<file path="config.mk">
export PLATFORM = sky130hd
export DESIGN_NAME = cr_kme_fifo_arb
export DESIGN_NICKNAME = d
export VERILOG_FILES = /design/src/rtl/cr_kme_fifo_arb.sv
export SDC_FILE = /design/constraint.sdc
export NUM_CORES = 1
export LEC_CHECK = 0
export ABC_AREA = 1
export ABC_CLOCK_PERIOD_IN_PS = 1820
export CAP_MARGIN = 20
export CORE_AREA = 8 8 504 506
export DETAILED_ROUTE_END_ITERATION = 16
export DIE_AREA = 0 0 512 514
export PLACE_DENSITY_LB_ADDON = 0.15
export SLEW_MARGIN = 20
export SYNTH_ARGS = -nofsm -noshare
export SYNTH_HDL_FRONTEND = slang
export SYNTH_SLANG_ARGS = --single-unit
export TNS_END_PERCENT = 10
</file>
<file path="constraint.sdc">
create_clock -name clk_i -period 1.82 [get_ports clk_i]
set_input_delay 0.546 -clock clk_i [delete_from_list [all_inputs] [get_ports clk_i]]
set_output_delay 0.546 -clock clk_i [all_outputs]
set_load 0.02 [all_outputs]
</file>
<file path="src/rtl/cr_kme_fifo_arb.sv">
// Round-robin packet arbiter in front of a cr_kme_fifo write port.
// Whole packets are forwarded without interleaving. Each packet costs
// one IDLE arbitration cycle, then moves one beat per cycle.
// Ports:
//   clk_i, rst_i        clock, synchronous active-high reset
//   req_valid_i/eop_i   per-requester beat valid and last-beat flag
//   req_data_i          requester i at [i*DATA_SIZE +: DATA_SIZE]
//   req_stall_o         per-requester stall (combinational)
//   fifo_in_*_o         beat, valid, eop and source id to the FIFO (combinational)
//   fifo_in_stall_i     FIFO full indication
//   busy_o              high while a packet owns the port
//   pkt_cnt_o           count of completed packets, wraps at 16 bits
module cr_kme_fifo_arb #(
    parameter int unsigned DATA_SIZE = 256,
    parameter int unsigned NUM_REQ   = 4,
    parameter int unsigned SRC_W     = 2
) (
    input  logic                         clk_i,
    input  logic                         rst_i,
    input  logic [NUM_REQ-1:0]           req_valid_i,
    input  logic [NUM_REQ*DATA_SIZE-1:0] req_data_i,
    input  logic [NUM_REQ-1:0]           req_eop_i,
    output logic [NUM_REQ-1:0]           req_stall_o,
    output logic [DATA_SIZE-1:0]         fifo_in_o,
    output logic                         fifo_in_valid_o,
    output logic                         fifo_in_eop_o,
    output logic [SRC_W-1:0]             fifo_in_src_o,
    input  logic                         fifo_in_stall_i,
    output logic                         busy_o,
    output logic [15:0]                  pkt_cnt_o
);

    typedef enum logic {
        ST_IDLE = 1'b0,
        ST_LOCK = 1'b1
    } state_e;

    state_e           state_q, state_d;
    logic [SRC_W-1:0] owner_q, owner_d;
    logic [SRC_W-1:0] rr_ptr_q, rr_ptr_d;
    logic [15:0]      pkt_cnt_q, pkt_cnt_d;

    logic [SRC_W-1:0] pick;
    logic [SRC_W-1:0] owner_next;
    logic             lock;
    logic             owner_eop;

    // Lock is masked by reset so the port drops in the first reset cycle.
    assign lock      = (state_q == ST_LOCK) && !rst_i;
    assign owner_eop = req_eop_i[owner_q];

    // Owner datapath: zero-latency mux from the locked requester.
    assign fifo_in_valid_o = lock && req_valid_i[owner_q] && !fifo_in_stall_i;
    assign fifo_in_o       = req_data_i[owner_q*DATA_SIZE +: DATA_SIZE];
    assign fifo_in_eop_o   = owner_eop;
    assign fifo_in_src_o   = owner_q;

    assign busy_o    = (state_q == ST_LOCK);
    assign pkt_cnt_o = pkt_cnt_q;

    // Only the owner may move, and only while the FIFO accepts.
    always_comb begin
        req_stall_o = '1;
        for (int i = 0; i < NUM_REQ; i++) begin
            req_stall_o[i] = !(lock && (owner_q == SRC_W'(i)) && !fifo_in_stall_i);
        end
    end

    // First valid requester searching upward from rr_ptr, wrapping.
    always_comb begin
        logic        found;
        int unsigned idx;
        pick  = rr_ptr_q;
        found = 1'b0;
        idx   = 0;
        for (int k = 0; k < NUM_REQ; k++) begin
            idx = (int'(rr_ptr_q) + k) % NUM_REQ;
            if (!found && req_valid_i[SRC_W'(idx)]) begin
                pick  = SRC_W'(idx);
                found = 1'b1;
            end
        end
    end

    // Pointer to the requester after the current owner (mod NUM_REQ).
    assign owner_next = (owner_q == SRC_W'(NUM_REQ - 1)) ? '0 : owner_q + SRC_W'(1);

    // Next-state logic.
    always_comb begin
        state_d   = state_q;
        owner_d   = owner_q;
        rr_ptr_d  = rr_ptr_q;
        pkt_cnt_d = pkt_cnt_q;
        case (state_q)
            ST_IDLE: begin
                if (|req_valid_i) begin
                    owner_d = pick;
                    state_d = ST_LOCK;
                end
            end
            ST_LOCK: begin
                if (fifo_in_valid_o && owner_eop) begin
                    state_d   = ST_IDLE;
                    rr_ptr_d  = owner_next;
                    pkt_cnt_d = pkt_cnt_q + 16'd1;
                end
            end
            default: state_d = ST_IDLE;
        endcase
    end

    // State registers.
    always_ff @(posedge clk_i) begin
        if (rst_i) begin
            state_q   <= ST_IDLE;
            owner_q   <= '0;
            rr_ptr_q  <= '0;
            pkt_cnt_q <= '0;
        end else begin
            state_q   <= state_d;
            owner_q   <= owner_d;
            rr_ptr_q  <= rr_ptr_d;
            pkt_cnt_q <= pkt_cnt_d;
        end
    end

endmodule

</file>
---- After elaboration in Yosys (flattened, before gate mapping) ----
Index checks and enable logic that the tools add are counted.
storage, ports and cells
  bits in registers ....................... 21
  word-level logic and storage cells ...... 69
  input port bits ......................... 1,035
  output and inout port bits .............. 281
cells by class
  bitwise operators ....................... 1
  muxes and demuxes ....................... 22
  reductions and logical operators ........ 28
  add/subtract/negate cells ............... 5
  equality and inequality tests ........... 3
  shift operators ......................... 1
  $lt $le $gt $ge ......................... 5
operator list
  cell                                                 count
  variable part select 1024 x 11 -> 256 bit            1
  adder 16 x 1 -> 16 bit (second input constant)       1
  logical AND 1 bit                                    15
  < comparator 2 x 3 -> 1 bit (second input constant)  5
  binary-select mux 1 bit (select 2 bit)               6
  2-to-1 mux 1 bit                                     11
  zero test 1 bit                                      9
  2-to-1 mux 2 bit                                     4
  adder 2 x 1 -> 2 bit (second input constant)         2
  adder 2 bit (second input constant)                  2
  == test 2 bit (second input constant)                2
  AND reduction 2 bit                                  2
  OR reduction 4 bit                                   1
  == test 2 x 1 -> 1 bit (second input constant)       1
  zero test 2 bit                                      1
  case mux 1 bit (2 select lines)                      1
  inverter 1 bit                                       1

---- Depth between registers and ports, before layout ----
  word-level depth ........................ 12
  depth in mapped cells ................... 13
  depth with buffers taken out ............ 12

---- Least setup slack after synthesis ----
OpenSTA, ideal clock, no wires.
  path type ............................... register to output
  start point ............................. register owner_q[0], in the netlist fifo_in_src_o[0]
  end point ............................... output port fifo_in_o[100]
  arrival ................................. 1,758 ps
  required time ........................... 1,274 ps
  slack ................................... -484 ps
  stages on the path, launching flop included .. 8
  path buffers ............................ 5
  path through ............................ dfxtp_1 -> buf_4 -> buf_2 -> buf_2 -> buf_2 -> buf_2 -> nor2_1 -> o22ai_1
between the ends
  longest elaborated chain between the ends .. 1
ends and longest elaborated chain
  element                                    line  source
  start, declared                            39    logic [SRC_W-1:0] owner_q, owner_d;
  start signal, assigned                     121   owner_q <= owner_d;
  variable part select 1024 x 11 -> 256 bit  54    assign fifo_in_o = req_data_i[owner_q*DATA_SIZE +: DATA_SIZE];
  end, declared                              24    output logic [DATA_SIZE-1:0] fifo_in_o,
Every way passes these cells.

---- Worst setup path after layout ----
  start point ............................. register owner_q[0], in the netlist fifo_in_src_o[0]
  end point ............................... output port fifo_in_o[163]
Same word-level chain as after synthesis.

==> impl_metrics.csv <==
group,metric,value,unit
status,status,"finished, violations left",
status,violations,"negative setup slack",
floorplan,die_w,512,um
timing,fin_crit,2.61,ns
cts,holdBufCountCts,0,
floorplan,start_util,3.34,%
timing,finalWorstSetupSlack,-0.788,ns
global_routing,grt_max_degree,49,
floorplan,core,0.247,mm2
synth,yosys_warnings,0,
worst_setup_path,timing.critical_path.arrival,2.06,ns
detailed_routing,wl_per_cell,34.5,um
worst_setup_path,start_kind,"flop",
worst_setup_path,cp-end-kind,"primary output",
synth,syn_area_per_cell,4.89,um2
placement,gp_congestion,0.930,
synth,synth_nets,2721,
timing,finalHoldWorstSlack,0.513,ns
timing,grt_setup_unrepaired,"true",
synth,syn_area,0.00823,mm2
layout,stdcell_count,6544,
synth,syn_inst,1681,
synth,synth.yosys.seq_area_share,5.11,%
detailed_routing,post-route-drc-count,0,
placement,place_inst,6397,
worst_setup_path,cp.required,1.27,ns
floorplan,die_area,0.263,mm2
detailed_routing,via_per_inst,3.23,
timing,setup_viol,294,
cts,cts_tree,"done",
layout,area_delta_synth_final,301,%
floorplan,io_pins,1316,
detailed_routing,routed_wl,226,mm
global_routing,globalRouteTotalUtil,16.0,%
placement,hpwl,198,mm
worst_setup_path,worstSetupPathType,"flop to primary output",
cts,h-tree-depth,1,
cts,cts.sink_count,21,
global_routing,overflow,0,
power_and_ir_drop,power,16.3,mW
layout,post_route_cells_drive_above_1_share,34.4,%
detailed_routing,first_pass_iters,5,
timing,skew,0.00162,ns
flow_run,cap_viol_max_count,0,
power_and_ir_drop,ir_drop,239,uV
placement,io_buffers,1315,
layout,final_nets,4311,
detailed_routing,drtAntennaViolNets,0,
timing,fmax,383,MHz
power_and_ir_drop,power_leakage,11.9,nW
synth,ys_ff_latch,21,
timing,max-slew-margin-rel,68.8,%
timing,fin_crit_sh,143,%
timing,tightest_slew,0.463,ns
synth,ys_types,28,
global_routing,antenna_found_initial,269,
cts,clk_latency,0.26,ns
cts,clock_path_buffers,2,
timing,fin_setup_tns,-169.38,ns
floorplan,dieHeight,514,um
global_routing,grt_pass1_wl,271,mm
worst_hold_path,hp-class,"flop to flop",
cts,clockRootBuffer,"clkbuf_16",
detailed_routing,dr_total_vias,21200,
detailed_routing,drt_iter0_markers,1488,
layout,final_area,0.0330,mm2
timing,hold_viol,0,
global_routing,grt_pass1_vias,21100,
floorplan,row_count,183,
worst_setup_path,worstPathMaxFanout,22,
power_and_ir_drop,powerDensity,495,mW/mm2
timing,drv_slew,0,
cts,cts_buffers,3,
cts,cts.clk_slew.worst_paths,0.06,ns
placement,place_area,0.0285,mm2
==> metal layers <==
metal / GRT usage, % / vias up / part of all wire (%)
met2: 25.7 / 1282 / 44
met1: 19.8 / 10000 / 42
met3: 8.70 / 425 / 12
li1: - / 9226 / -
met4: 0.323 / 226 / 0.83
met5: 0 / - / 0.63
==> state kept, by name (all words and copies together), names as in the netlist <==
signal	cells
rr_ptr_q	2
busy_o	1
fifo_in_src_o	2
pkt_cnt_o	16
==> Yosys cell counts <==
library cell / instances / area, um2
a21oi_1: 18 / 90.1
a21oi_2: 1 / 8.76
buf_1: 2 / 7.51
buf_2: 38 / 190
buf_4: 2 / 15.0
buf_6: 3 / 33.8
clkbuf_1: 133 / 499
dfxtp_1: 21 / 420
ha_1: 5 / 62.6
inv_1: 27 / 101
inv_2: 3 / 11.3
nand2_1: 71 / 267
nand2_2: 1 / 6.26
nand3_1: 21 / 105
nand4_1: 1 / 6.26
nor2_1: 529 / 1990
nor2_2: 1 / 6.26
nor2_4: 1 / 11.3
nor3_1: 10 / 50.1
nor3_2: 3 / 30.0
nor3b_1: 1 / 7.51
nor4_1: 2 / 12.5
o21ai_0: 519 / 2600
o22ai_1: 257 / 1610
o31ai_1: 1 / 7.51
or2_1: 1 / 6.26
xnor2_1: 4 / 35.0
xor2_1: 5 / 43.8
==> layout make-up <==
class                      instances  area (um2)
clock buffer                       3        75.1
tap                             3237        4050
multi-input combinational       1452        9230
clock inverter                     1        5.00
fill                           28500      214000
timing repair buffer            1763       18900
inverter                          30         168
sequential                        21         428
antenna                           37        92.6
==> stage by stage <==
| step | worst slack [ns] | utilization, % |
|---|---|---|
| after global placement | -1.31 | 11.5 |
| after global routing | -0.869 | 13.3 |
| after floorplan | -0.272 | - |
| final | -0.788 | 13.4 |
| after detailed placement | -1.28 | 11.5 |
| after CTS | -0.797 | 12.6 |
==> worst max-delay path: stages (launching register included) <==
cell and delay [ns]:
dfxtp_4 0.37, buf_12 0.15, clkinv_16 0.11, buf_16 0.18
buf_12 0.18, nor2_1 0.20, o22ai_1 0.12, buf_4 0.15
clkdlybuf4s15_2 0.26
==> final timing paths <==
check / depth (start not counted) / slack [ns] / endpoint / start
worst max-delay path: 8 / -0.79 / fifo_in_o[163] / fifo_in_src_o[0]
worst min-delay path: 2 / 0.51 / rr_ptr_q[0] / rr_ptr_q[0]
worst max register to register: 13 / -0.44 / pkt_cnt_o[3] / fifo_in_src_o[1]
worst min register to register: 2 / 0.51 / rr_ptr_q[0] / rr_ptr_q[0]
==> cells in the final DEF (no fill, tap or decap), types with 18 or more instances in the layout <==
cell             netlist  routed
nand2_1               71      70
o21ai_0              519     249
nor2_4                 1      33
buf_2                 38      35
diode_2                0      37
o22ai_4                0      19
o22ai_2                0      85
buf_4                  2     366
o21ai_2                0     108
buf_8                  0      18
buf_6                  3      95
inv_1                 27      25
nand3_1               21      21
buf_16                 0      29
dfxtp_1               21      19
a21oi_1               18      18
clkdlybuf4s50_1        0    1050
nor2_1               529     400
o21ai_1                0     112
buf_12                 0     127
o21ai_4                0      50
nor2_2                 1      98
o22ai_1              257     153
==> cell families after synthesis <==
| logic type | after synthesis | share of synthesized area [%] |
|---|---|---|
| simple gates | 642 | 30.3 |
| xor+xnor | 9 | 0.958 |
| fa+ha+maj | 5 | 0.761 |
| compound gates | 796 | 52.4 |
| flops | 21 | 5.11 |
| buf+inv | 208 | 10.4 |
==> power breakdown <==
| part | internal [mW] | switching [mW] | total [mW] |
|---|---|---|---|
| clock network | 0.297 | 0.204 | 0.501 |
| registers | 0.470 | 0.0129 | 0.483 |
| logic | 7.48 | 7.88 | 15.4 |
| total | 8.24 | 8.10 | 16.3 |
==> repair_timing <==
action                     in CTS  in global routing
buffers inserted               52                 33
resized for setup             808                678
setup endpoints to repair     297                300
pin swaps                      49                 37
gates cloned                   26                  9
Note: power is estimated with default switching activity, not from simulation.
